<file path="src/rtl/uart_rx_wb_if.sv">
// Wishbone slave bus bundle for the UART receiver: address, strobes, data and acknowledge.
// No logic of its own. Flow control is the ACK handshake that the slave drives.
// The master drives requests, and the slave returns read data and ACK.
interface uart_rx_wb_if;
    logic [3:0]  WBs_ADR_i;
    logic        WBs_CYC_i;
    logic        WBs_STB_i;
    logic        WBs_WE_i;
    logic [3:0]  WBs_BYTE_STB_i;
    logic [31:0] WBs_WR_DAT_i;
    logic [31:0] WBs_RD_DAT_o;
    logic        WBs_ACK_o;

    modport master (
        output WBs_ADR_i, WBs_CYC_i, WBs_STB_i, WBs_WE_i, WBs_BYTE_STB_i, WBs_WR_DAT_i,
        input  WBs_RD_DAT_o, WBs_ACK_o
    );
    modport slave (
        input  WBs_ADR_i, WBs_CYC_i, WBs_STB_i, WBs_WE_i, WBs_BYTE_STB_i, WBs_WR_DAT_i,
        output WBs_RD_DAT_o, WBs_ACK_o
    );
endinterface

</file>
<file path="src/rtl/uart_rx_wb.sv">
// 8N1 UART receiver with 16x oversampling, a receive FIFO and a Wishbone register slave.
// Latency: ACK arrives 1 cycle after the request. A byte is pushed 1 cycle after its stop-bit sample.
// Backpressure: none on the serial side. A push into a full FIFO drops the byte and sets overrun.
module uart_rx_wb #(
    parameter int          FIFO_ADDR_W        = 4,
    parameter logic [15:0] DEFAULT_DIV        = 16'd1,
    parameter logic [31:0] DEFAULT_READ_VALUE = 32'hBADFABAC
) (
    input  logic        WB_CLK,
    input  logic        WB_RST_n,
    uart_rx_wb_if.slave wb,
    input  logic        SIN_i,
    output logic        Intr_o
);
    localparam int DEPTH = 1 << FIFO_ADDR_W;
    localparam int CW    = FIFO_ADDR_W + 1;

    typedef enum logic [2:0] {ST_IDLE, ST_START, ST_DATA, ST_STOP, ST_BREAK} rx_state_t;

    logic        ack_q;
    logic [31:0] rd_q, rd_val;
    logic        access, rd_acc, wr_acc, ctrl_wr, stat_wr, pop;
    logic [1:0]  reg_sel;

    logic [15:0] div_q, div_eff, baud_cnt_q;
    logic        rx_en_q, int_en_q, tick;
    logic [4:0]  thr_q;

    logic        sin_meta_q, line_q;

    rx_state_t   state_q, state_d;
    logic [3:0]  tcnt_q, tcnt_d;
    logic [2:0]  bcnt_q, bcnt_d;
    logic [7:0]  sh_q, sh_d;
    logic        push_q, push_d, fe_set;

    logic [7:0]             mem [DEPTH];
    logic [FIFO_ADDR_W-1:0] wptr_q, rptr_q;
    logic [CW-1:0]          count_q;
    logic                   full, push_ok, ovr_set;
    logic                   ovr_q, fe_q;

    logic unused_ok;
    assign unused_ok = &{1'b0, wb.WBs_ADR_i[1:0], wb.WBs_WR_DAT_i[31:25], wb.WBs_WR_DAT_i[19:18]};

    assign access  = wb.WBs_CYC_i & wb.WBs_STB_i & ~ack_q;
    assign rd_acc  = access & ~wb.WBs_WE_i;
    assign wr_acc  = access & wb.WBs_WE_i;
    assign reg_sel = wb.WBs_ADR_i[3:2];
    assign ctrl_wr = wr_acc && (reg_sel == 2'd2);
    assign stat_wr = wr_acc && (reg_sel == 2'd1);
    assign pop     = rd_acc && (reg_sel == 2'd0) && (count_q != '0);

    always_ff @(posedge WB_CLK or negedge WB_RST_n) begin
        if (!WB_RST_n) begin
            div_q    <= DEFAULT_DIV;
            rx_en_q  <= 1'b0;
            int_en_q <= 1'b0;
            thr_q    <= 5'd1;
        end else if (ctrl_wr) begin
            if (wb.WBs_BYTE_STB_i[0]) div_q[7:0]  <= wb.WBs_WR_DAT_i[7:0];
            if (wb.WBs_BYTE_STB_i[1]) div_q[15:8] <= wb.WBs_WR_DAT_i[15:8];
            if (wb.WBs_BYTE_STB_i[2]) begin
                rx_en_q    <= wb.WBs_WR_DAT_i[16];
                int_en_q   <= wb.WBs_WR_DAT_i[17];
                thr_q[3:0] <= wb.WBs_WR_DAT_i[23:20];
            end
            if (wb.WBs_BYTE_STB_i[3]) thr_q[4] <= wb.WBs_WR_DAT_i[24];
        end
    end

    // A divisor of zero runs at the same rate as a divisor of one.
    assign div_eff = (div_q == 16'd0) ? 16'd1 : div_q;
    assign tick    = rx_en_q && (baud_cnt_q == div_eff - 16'd1);

    always_ff @(posedge WB_CLK or negedge WB_RST_n) begin
        if (!WB_RST_n) begin
            baud_cnt_q <= '0;
            sin_meta_q <= 1'b1;
            line_q     <= 1'b1;
        end else begin
            sin_meta_q <= SIN_i;
            line_q     <= sin_meta_q;
            if (!rx_en_q || ctrl_wr || tick) baud_cnt_q <= '0;
            else                             baud_cnt_q <= baud_cnt_q + 16'd1;
        end
    end

    always_ff @(posedge WB_CLK or negedge WB_RST_n) begin
        if (!WB_RST_n) begin
            state_q <= ST_IDLE;
            tcnt_q  <= '0;
            bcnt_q  <= '0;
            sh_q    <= '0;
            push_q  <= 1'b0;
        end else begin
            state_q <= state_d;
            tcnt_q  <= tcnt_d;
            bcnt_q  <= bcnt_d;
            sh_q    <= sh_d;
            push_q  <= push_d;
        end
    end

    always_comb begin
        state_d = state_q;
        tcnt_d  = tcnt_q;
        bcnt_d  = bcnt_q;
        sh_d    = sh_q;
        push_d  = 1'b0;
        fe_set  = 1'b0;
        if (!rx_en_q) begin
            state_d = ST_IDLE;
        end else if (tick) begin
            unique case (state_q)
                ST_IDLE: if (!line_q) begin
                    state_d = ST_START;
                    tcnt_d  = '0;
                end
                // Mid-start-bit recheck; a line that is high again was only a glitch.
                ST_START: if (tcnt_q == 4'd7) begin
                    state_d = line_q ? ST_IDLE : ST_DATA;
                    tcnt_d  = '0;
                    bcnt_d  = '0;
                end else tcnt_d = tcnt_q + 4'd1;
                ST_DATA: if (tcnt_q == 4'd15) begin
                    sh_d   = {line_q, sh_q[7:1]};
                    tcnt_d = '0;
                    if (bcnt_q == 3'd7) state_d = ST_STOP;
                    else                bcnt_d  = bcnt_q + 3'd1;
                end else tcnt_d = tcnt_q + 4'd1;
                ST_STOP: if (tcnt_q == 4'd15) begin
                    tcnt_d = '0;
                    if (line_q) begin
                        push_d  = 1'b1;
                        state_d = ST_IDLE;
                    end else begin
                        fe_set  = 1'b1;
                        state_d = ST_BREAK;
                    end
                end else tcnt_d = tcnt_q + 4'd1;
                ST_BREAK: if (line_q) state_d = ST_IDLE;
                default:  state_d = ST_IDLE;
            endcase
        end
    end

    // A pop in the same cycle frees the slot, so a push into a full FIFO is not an overrun then.
    assign full    = (count_q == CW'(DEPTH));
    assign push_ok = push_q & (~full | pop);
    assign ovr_set = push_q & full & ~pop;

    always_ff @(posedge WB_CLK) begin
        if (push_ok) mem[wptr_q] <= sh_q;
    end

    always_ff @(posedge WB_CLK or negedge WB_RST_n) begin
        if (!WB_RST_n) begin
            wptr_q  <= '0;
            rptr_q  <= '0;
            count_q <= '0;
            ovr_q   <= 1'b0;
            fe_q    <= 1'b0;
        end else begin
            if (push_ok) wptr_q <= wptr_q + 1'b1;
            if (pop)     rptr_q <= rptr_q + 1'b1;
            if (push_ok && !pop)      count_q <= count_q + 1'b1;
            else if (pop && !push_ok) count_q <= count_q - 1'b1;
            ovr_q <= ovr_set | (ovr_q & ~(stat_wr & wb.WBs_BYTE_STB_i[1] & wb.WBs_WR_DAT_i[8]));
            fe_q  <= fe_set  | (fe_q  & ~(stat_wr & wb.WBs_BYTE_STB_i[1] & wb.WBs_WR_DAT_i[9]));
        end
    end

    always_comb begin
        rd_val = DEFAULT_READ_VALUE;
        unique case (reg_sel)
            2'd0: rd_val = (count_q != '0) ? {23'd0, 1'b1, mem[rptr_q]} : 32'd0;
            2'd1: rd_val = {22'd0, fe_q, ovr_q, 8'd0} | 32'(count_q);
            2'd2: rd_val = {7'd0, thr_q, 2'b00, int_en_q, rx_en_q, div_q};
            default: rd_val = DEFAULT_READ_VALUE;
        endcase
    end

    always_ff @(posedge WB_CLK or negedge WB_RST_n) begin
        if (!WB_RST_n) begin
            ack_q  <= 1'b0;
            rd_q   <= '0;
            Intr_o <= 1'b0;
        end else begin
            ack_q <= access;
            if (rd_acc) rd_q <= rd_val;
            Intr_o <= int_en_q & ((32'(count_q) >= 32'(thr_q)) | ovr_q | fe_q);
        end
    end

    assign wb.WBs_ACK_o    = ack_q;
    assign wb.WBs_RD_DAT_o = rd_q;
endmodule

</file>
<file path="src/flat_wrapper.sv">
// flat-port wrapper written by rule: the top's interface ports become plain ports
module uart_rx_wb_flat 
#(
    parameter int          FIFO_ADDR_W        = 4,
    parameter logic [15:0] DEFAULT_DIV        = 16'd1,
    parameter logic [31:0] DEFAULT_READ_VALUE = 32'hBADFABAC
)
  (WB_CLK, WB_RST_n, SIN_i, Intr_o, wb_WBs_ADR_i, wb_WBs_CYC_i, wb_WBs_STB_i, wb_WBs_WE_i, wb_WBs_BYTE_STB_i, wb_WBs_WR_DAT_i, wb_WBs_RD_DAT_o, wb_WBs_ACK_o);
  uart_rx_wb_if wb_i ();
  input  logic WB_CLK;
  input  logic WB_RST_n;
  input  logic SIN_i;
  output logic Intr_o;
  input wire logic [$bits(wb_i.WBs_ADR_i)-1:0] wb_WBs_ADR_i;
  input wire logic [$bits(wb_i.WBs_CYC_i)-1:0] wb_WBs_CYC_i;
  input wire logic [$bits(wb_i.WBs_STB_i)-1:0] wb_WBs_STB_i;
  input wire logic [$bits(wb_i.WBs_WE_i)-1:0] wb_WBs_WE_i;
  input wire logic [$bits(wb_i.WBs_BYTE_STB_i)-1:0] wb_WBs_BYTE_STB_i;
  input wire logic [$bits(wb_i.WBs_WR_DAT_i)-1:0] wb_WBs_WR_DAT_i;
  output wire logic [$bits(wb_i.WBs_RD_DAT_o)-1:0] wb_WBs_RD_DAT_o;
  output wire logic [$bits(wb_i.WBs_ACK_o)-1:0] wb_WBs_ACK_o;
  assign wb_i.WBs_ADR_i = wb_WBs_ADR_i;
  assign wb_i.WBs_CYC_i = wb_WBs_CYC_i;
  assign wb_i.WBs_STB_i = wb_WBs_STB_i;
  assign wb_i.WBs_WE_i = wb_WBs_WE_i;
  assign wb_i.WBs_BYTE_STB_i = wb_WBs_BYTE_STB_i;
  assign wb_i.WBs_WR_DAT_i = wb_WBs_WR_DAT_i;
  assign wb_WBs_RD_DAT_o = wb_i.WBs_RD_DAT_o;
  assign wb_WBs_ACK_o = wb_i.WBs_ACK_o;
  uart_rx_wb #(.FIFO_ADDR_W(FIFO_ADDR_W), .DEFAULT_DIV(DEFAULT_DIV), .DEFAULT_READ_VALUE(DEFAULT_READ_VALUE)) u_core (.WB_CLK(WB_CLK), .WB_RST_n(WB_RST_n), .wb(wb_i), .SIN_i(SIN_i), .Intr_o(Intr_o));
endmodule
</file>
<file path="config.mk">
export PLATFORM = sky130hd
export DESIGN_NAME = uart_rx_wb_flat
export DESIGN_NICKNAME = d
export VERILOG_FILES = /design/src/rtl/uart_rx_wb_if.sv /design/src/rtl/uart_rx_wb.sv /design/src/flat_wrapper.sv
export SDC_FILE = /design/constraint.sdc
export NUM_CORES = 1
export LEC_CHECK = 0
export BUFFER_PORTS_ARGS = -buffer_cell sky130_fd_sc_hd__buf_2
export CAP_MARGIN = 0
export CORE_AREA = 2 2 156 158
export DETAILED_ROUTE_END_ITERATION = 10
export DIE_AREA = 0 0 158 160
export MAX_ROUTING_LAYER = met4
export PLACE_DENSITY = 0.65
export SYNTH_ARGS = -nofsm -noshare
export SYNTH_HDL_FRONTEND = slang
export SYNTH_SLANG_ARGS = --single-unit
export TNS_END_PERCENT = 100
</file>
<file path="constraint.sdc">
create_clock -name WB_CLK -period 3.6 [get_ports WB_CLK]
set_input_delay 0 -clock WB_CLK [delete_from_list [all_inputs] [get_ports WB_CLK]]
set_output_delay 0 -clock WB_CLK [all_outputs]
set_load 0.01 [all_outputs]
</file>
# Word-level counts from Yosys, hierarchy flattened
# Memories as Yosys holds them, arrays and structs flattened.
# Index checks and enable logic that the tools add are counted.
# totals
ramBits	128
n_memories	1
ff_bits	109
word_cells	144
in_bits	46
# mem_list
memory	words	word_bits	rd	rd_clocked_by_memory_dff	write_ports	line_no	text
u_core.mem	16	8	1	0	1	uart_rx_wb.sv:37	logic [7:0] mem [DEPTH];
# classes
add_sub_neg	8
n_bitwise	25
n_lt_le_gt_ge	1
n_reduce_logical	28
n_eq_ne	22
mux	37
# ops
op	count
32-bit case mux with 3 select lines	1
3-bit two-way mux	12
16-bit two-way mux	2
3-bit != test (second input constant)	6
16-bit by 1-bit adder with 16-bit output (second input constant)	1
16-bit equality test	1
16-bit zero test	1
16-bit by 1-bit subtractor with 16-bit output (second input constant)	1
3-bit case mux with 5 select lines	1
1-bit AND	13
4-bit by 1-bit adder with 4-bit output (second input constant)	3
1-bit two-way mux	12
4-bit two-way mux	3
4-bit case mux with 3 select lines	1
5-bit two-way mux	2
10-bit by 5-bit bitwise OR with 10-bit output	1
9-bit two-way mux	1
2-bit AND reduction	4
4-bit AND reduction	2
1-bit logical AND	7
7-bit AND reduction	1
3-bit by 2-bit equality test with 1-bit output (second input constant)	2
3-bit equality test (second input constant)	2
2-bit != test (second input constant)	3
other kinds (24)	38

# Longest topological paths before layout
# logic_depth
depth_word	11
ltp_mapped	15
depth_no_buf	13

# Least setup slack after synthesis
# No wires, ideal clock.
# synth_timing
path_kind	reg-to-reg
from	register u_core.count_q[0]
to	register u_core.count_q[4]
setup_time_ns	0.123
synth_period_minus_slack_ns	3.516
stages_incl_launch_ff	15
path_slack_ns	0.084
n_path_buf	1
t_arrival_ns	3.393
path_cell_list	dfrtp_1 > nor4_1 > a211oi_1 > and2_0 > clkbuf_1 > clkinv_1 > a31oi_2 > ha_1 > inv_1 > fa_1 > a21o_1 > a21oi_1 > xnor2_1 > nor2_1 > xnor2_1
# synth_via
elab_chain_cells	7
# synth_rtl
element	line_no	text
from (decl)	uart_rx_wb.sv:39	logic [CW-1:0] count_q;
from (signal assigned)	uart_rx_wb.sv:167	if (push_ok && !pop) count_q <= count_q + 1'b1;
from (signal assigned)	uart_rx_wb.sv:168	else if (pop && !push_ok) count_q <= count_q - 1'b1;
5-bit equality test or 5-bit nonzero test (tied branches)	uart_rx_wb.sv:149, uart_rx_wb.sv:52	
1-bit inverter or 1-bit logical AND (tied branches)	uart_rx_wb.sv:150, uart_rx_wb.sv:52	
1-bit bitwise OR *	uart_rx_wb.sv:150	assign push_ok = push_q & (~full | pop);
1-bit AND *	uart_rx_wb.sv:150	
named net u_core.push_ok	uart_rx_wb.sv:40	logic full, push_ok, ovr_set;
1-bit zero test	uart_rx_wb.sv:168	
1-bit logical AND	uart_rx_wb.sv:168	
2-bit nonzero test (no source line)	-	
# Mark *: on every way through the listed nets, which the timed path passes. The rest lies on a longest branch. The select of a mux whose other input is x is not followed.
# A chain may end at the register's enable or synchronous reset.

# Worst setup path in the final report
# layout_timing
from	register u_core.div_q[12]
to	register u_core.tcnt_q[2]
# layout_via
elab_chain_cells	6
# layout_rtl
element	line_no	text
from (decl)	uart_rx_wb.sv:25	logic [15:0] div_q, div_eff, baud_cnt_q;
from (signal assigned)	uart_rx_wb.sv:62	if (wb.WBs_BYTE_STB_i[1]) div_q[15:8] <= wb.WBs_WR_DAT_i[15:8];
16-bit zero test	uart_rx_wb.sv:73	assign div_eff = (div_q == 16'd0) ? 16'd1 : div_q;
16-bit two-way mux *	uart_rx_wb.sv:73	
16-bit by 1-bit subtractor with 16-bit output *	uart_rx_wb.sv:74	assign tick = rx_en_q && (baud_cnt_q == div_eff - 16'd1);
16-bit equality test *	uart_rx_wb.sv:74	
1-bit logical AND *	uart_rx_wb.sv:74	
4-bit AND reduction (no source line) *	-	
to (signal assigned)	uart_rx_wb.sv:98	tcnt_q <= tcnt_d;
to (decl)	uart_rx_wb.sv:32	logic [3:0] tcnt_q, tcnt_d;
# Mark *: on every way between the ends. The rest lies on a longest branch, timed or not.

==> out/metrics.yaml <==
status: "finished, final reports clean"
r2r-end: "u_core.tcnt_q[2]$_DFFE_PN0P_"
critPathLaunchType: "register"
clock_skew_ns: 0.0265
ant_nets: 0
fp-row-count: 57
yosysWarnings: 0
dp_cells: 1162
dp_hpwl_mm: 15.5
max_freq_mhz: 304
synth-xor-area-share_pct: 3.45
clockBufferDepth: 3
max_stage_delay_ns: 0.45
coreArea_sq_mm: 0.0238
worstPathRequired_ns: 3.99
synth_edf_count: 128
holdPathStages: 5
fin_area_sq_mm: 0.0125
cts.htree.levels: 1
hold_viol_final: 0
die_area_sq_mm: 0.0253
wl_mm: 23.1
dr.pass1.iters: 5
die_h_microns: 160
synthCells: 765
gp_congestion: 0.808
synth_top_family_by_area: "multiplexers"
gr-total-overflow: 0
gr-usage-all-layers_pct: 19.0
path_buf_inv: 1
grt_max_degree: 43
worstMarginPinSlew_ns: 0.703
muxShareOfSynthArea_pct: 13.0
antenna_found_initial: 0
synth_compound_area_share_pct: 6.05
end_kind: "register"
vias_per_cell: 5.29
cts_buffers: 24
synth_area_leaders: "edfxtp_1 (37%), dfrtp_1 (23%), mux4_2 (8.0%), mux2_2 (3.2%), nand2_1 (2.6%)"
diodes: 0
io_buffers: 66
setup_ws_ns: 0.313
ff_latch_area_sq_mm: 0.00638
maxCapViolCount: 0
grt_pass1_vias: 6491
crit_family: "simple AND/OR/NAND/NOR gates"
seq_area_frac_synth_pct: 61.3
cts.sinks: 229
start_util_pct: 43.7
ir_drop_mv: 0.326
wl_per_cell_microns: 18.6
drt_iter0_drc: 503
clock_latency_ns: 0.53
drc: 0
period_needed_ns: 3.29
synth_area_leader_cell: "edfxtp_1"
ys_ff_latch: 229
synth_fa_ha_area_share_pct: 2.48
synth.distinct_cells: 66
synthSimpleGateAreaFrac_pct: 10.8
final_cell_count_no_fill: 1241
clk_pin_slew_ns: 0.06
crit_arrival_ns: 3.68
cts_tree: "built"
layout-drive-gt1-share_pct: 27.4
whs_endpoint: "u_core.wb.WBs_RD_DAT_o[21]$_DFFE_PN0P_"
crit_type: "reg2reg"
post-place-ws_ns: 0.0408
synthArstFlopShare_pct: 44.1
netlist_area_sq_mm: 0.0104
crit_slowest_cell: "or3b_2"
pin_count: 80
hp-class: "in2reg"
cts-root-buf: "clkbuf_16"
avgSynthCellArea_sq_um: 13.6
grt_pass1_wl_mm: 36.2
worstRegToRegCells: 12
r2r-start: "u_core.div_q[12]$_DFFE_PN0P_"
syn2layout_area_growth_pct: 20.1
relSlewSlack_pct: 53.0
slew_violations: 0
setup_viol_count_final: 0
whs_ns: 0.0291
path_cells: "nor4_2, and2_1, a21oi_1, ha_1, xnor2_1, xnor2_1, nor3_1, o211ai_1, a2111o_1, buf_4, or3b_2, o41ai_1"
nets: 965
power_leakage_nw: 5.23
fin_setup_tns_ns: 0
rsz0062_at_grt: "no"
worstPathMaxFanout: 9
fillers: 2027
fin_crit_sh_pct: 91.3
multi_input_area_sq_mm: 0.00375
r2r_setup_slack_ns: 0.31
vias: 6565
crit_top_cell: "xnor2_1"
dpl_cell_area_sq_mm: 0.0113
die_w_microns: 158
min-delay-start: "wb_WBs_WE_i"
synth-main-ff-cell: "edfxtp_1"
power.density_mw_per_mm2: 539
yosysTopAreaCellShare_pct: 36.9
kinds of logic (layout without fill, tap and decap cells):
group / count (synthesis) / count (layout)
multiplexers: 81 / 81
AO/OA/AOI/OAI: 94 / 94
AND/OR/NAND/NOR: 232 / 232
XOR/XNOR: 41 / 41
adder cells (fa/ha/maj): 20 / 20
buffers and inverters: 67 / 218
other: 1 / 2
flip-flops: 229 / 229
sequential cells by signal (all words and copies together) (netlist names), 3 cells and up:
signal,flops
u_core.wptr_q,4
u_core.baud_cnt_q,16
u_core.rptr_q,4
u_core.wb.WBs_RD_DAT_o,24
u_core.div_q,16
u_core.tcnt_q,4
u_core.mem,128
u_core.bcnt_q,3
u_core.thr_q,5
u_core.count_q,5
u_core.state_q,3
u_core.sh_q,8
cells in the final DEF (no fill, tap or decap), drive strengths merged, types with 19 or more instances in the layout:
| master | netlist | routed |
|---|---|---|
| nor2 | 56 | 56 |
| dlygate4sd3 | 0 | 35 |
| nand2 | 73 | 73 |
| ha | 19 | 19 |
| clkbuf | 29 | 29 |
| o21ai | 28 | 28 |
| a21oi | 20 | 20 |
| edfxtp | 128 | 128 |
| nand3 | 21 | 21 |
| xnor2 | 28 | 28 |
| dfrtp | 97 | 97 |
| mux4 | 37 | 37 |
| mux2 | 38 | 38 |
| buf | 20 | 121 |
metal layers:
layer  GRT usage (%)  vias to the layer above  wire (microns)
met5               -                        -               0
met4            4.30                        0             354
met3            2.88                       22            1240
met2            30.4                      147           11000
met1            25.9                     3310           10500
li1                -                     3086               -
cells in the mapped netlist (5+ instances only):
library cell,count
ha_1,19
nor2_1,56
edfxtp_1,128
and3_1,10
nor2b_1,6
xor2_1,13
nor3_1,17
buf_4,8
mux4_2,37
or3_1,9
nor4_1,7
buf_1,7
a21oi_1,20
mux2_4,8
xnor2_1,28
a211oi_1,5
clkbuf_1,29
mux2_2,30
o21ai_0,28
inv_1,17
mux2i_1,6
dfrtp_1,97
nand3_1,21
o211ai_1,5
nand2b_1,6
nand2_1,73
how the worst max path moves through the flow:
| stage | slack (ns) | endpoint | start | cells past startpoint |
|---|---|---|---|---|
| 4_1_cts | 0.01 | u_core.sh_q[5]$_DFFE_PN0P_ | u_core.div_q[0]$_DFFE_PN1P_ | 12 |
| 3_3_place_gp | 0.11 | u_core.sh_q[2]$_DFFE_PN0P_ | u_core.div_q[0]$_DFFE_PN1P_ | 12 |
| 6_report | 0.31 | u_core.tcnt_q[2]$_DFFE_PN0P_ | u_core.div_q[12]$_DFFE_PN0P_ | 12 |
| 5_1_grt | 0.03 | u_core.tcnt_q[2]$_DFFE_PN0P_ | u_core.div_q[8]$_DFFE_PN0P_ | 13 |
| 3_5_place_dp | 0.04 | u_core.sh_q[2]$_DFFE_PN0P_ | u_core.div_q[0]$_DFFE_PN1P_ | 12 |
| 2_1_floorplan | 0.08 | u_core.count_q[4]$_DFFE_PN0P_ | u_core.count_q[0]$_DFFE_PN0P_ | 14 |
worst min-delay path: cells and delay by family:
kind | cells | cell delay, ns
buf+inv | 2 | 0.30
simple gates | 3 | 0.21
what timing repair did:
action,4_1_cts,5_1_grt
gates resized for setup,0,4
endpoints found under the hold margin,91,0
hold buffers,35,0
setup endpoints to repair,0,35
setup buffers,0,0
report_power, final:
group	internal (mW)	leakage (nW)	switching (mW)	total, mW
clock	1.47	0.391	1.00	2.47
combinational	0.590	2.02	0.587	1.18
sequential	2.89	2.82	0.202	3.09
total	4.95	5.23	1.79	6.74
through the flow:
stage / total power [mW] / util, %
2_1_floorplan: 3.88 / -
3_3_place_gp: 4.27 / 47.5
3_5_place_dp: 4.29 / 47.5
4_1_cts: 6.81 / 52.4
5_1_grt: 7.07 / 52.5
6_report: 6.74 / 52.5
area by class of cell:
type | instances | area share [%]
Sequential cell | 229 | 51.0
Tap cell | 324 | 3.24
Timing Repair Buffer | 156 | 8.77
Clock inverter | 15 | 1.38
Multi-Input combinational cell | 470 | 30.0
Clock buffer | 29 | 5.04
Inverter | 18 | 0.541
No activity file was read; power rests on OpenSTA's default activity.
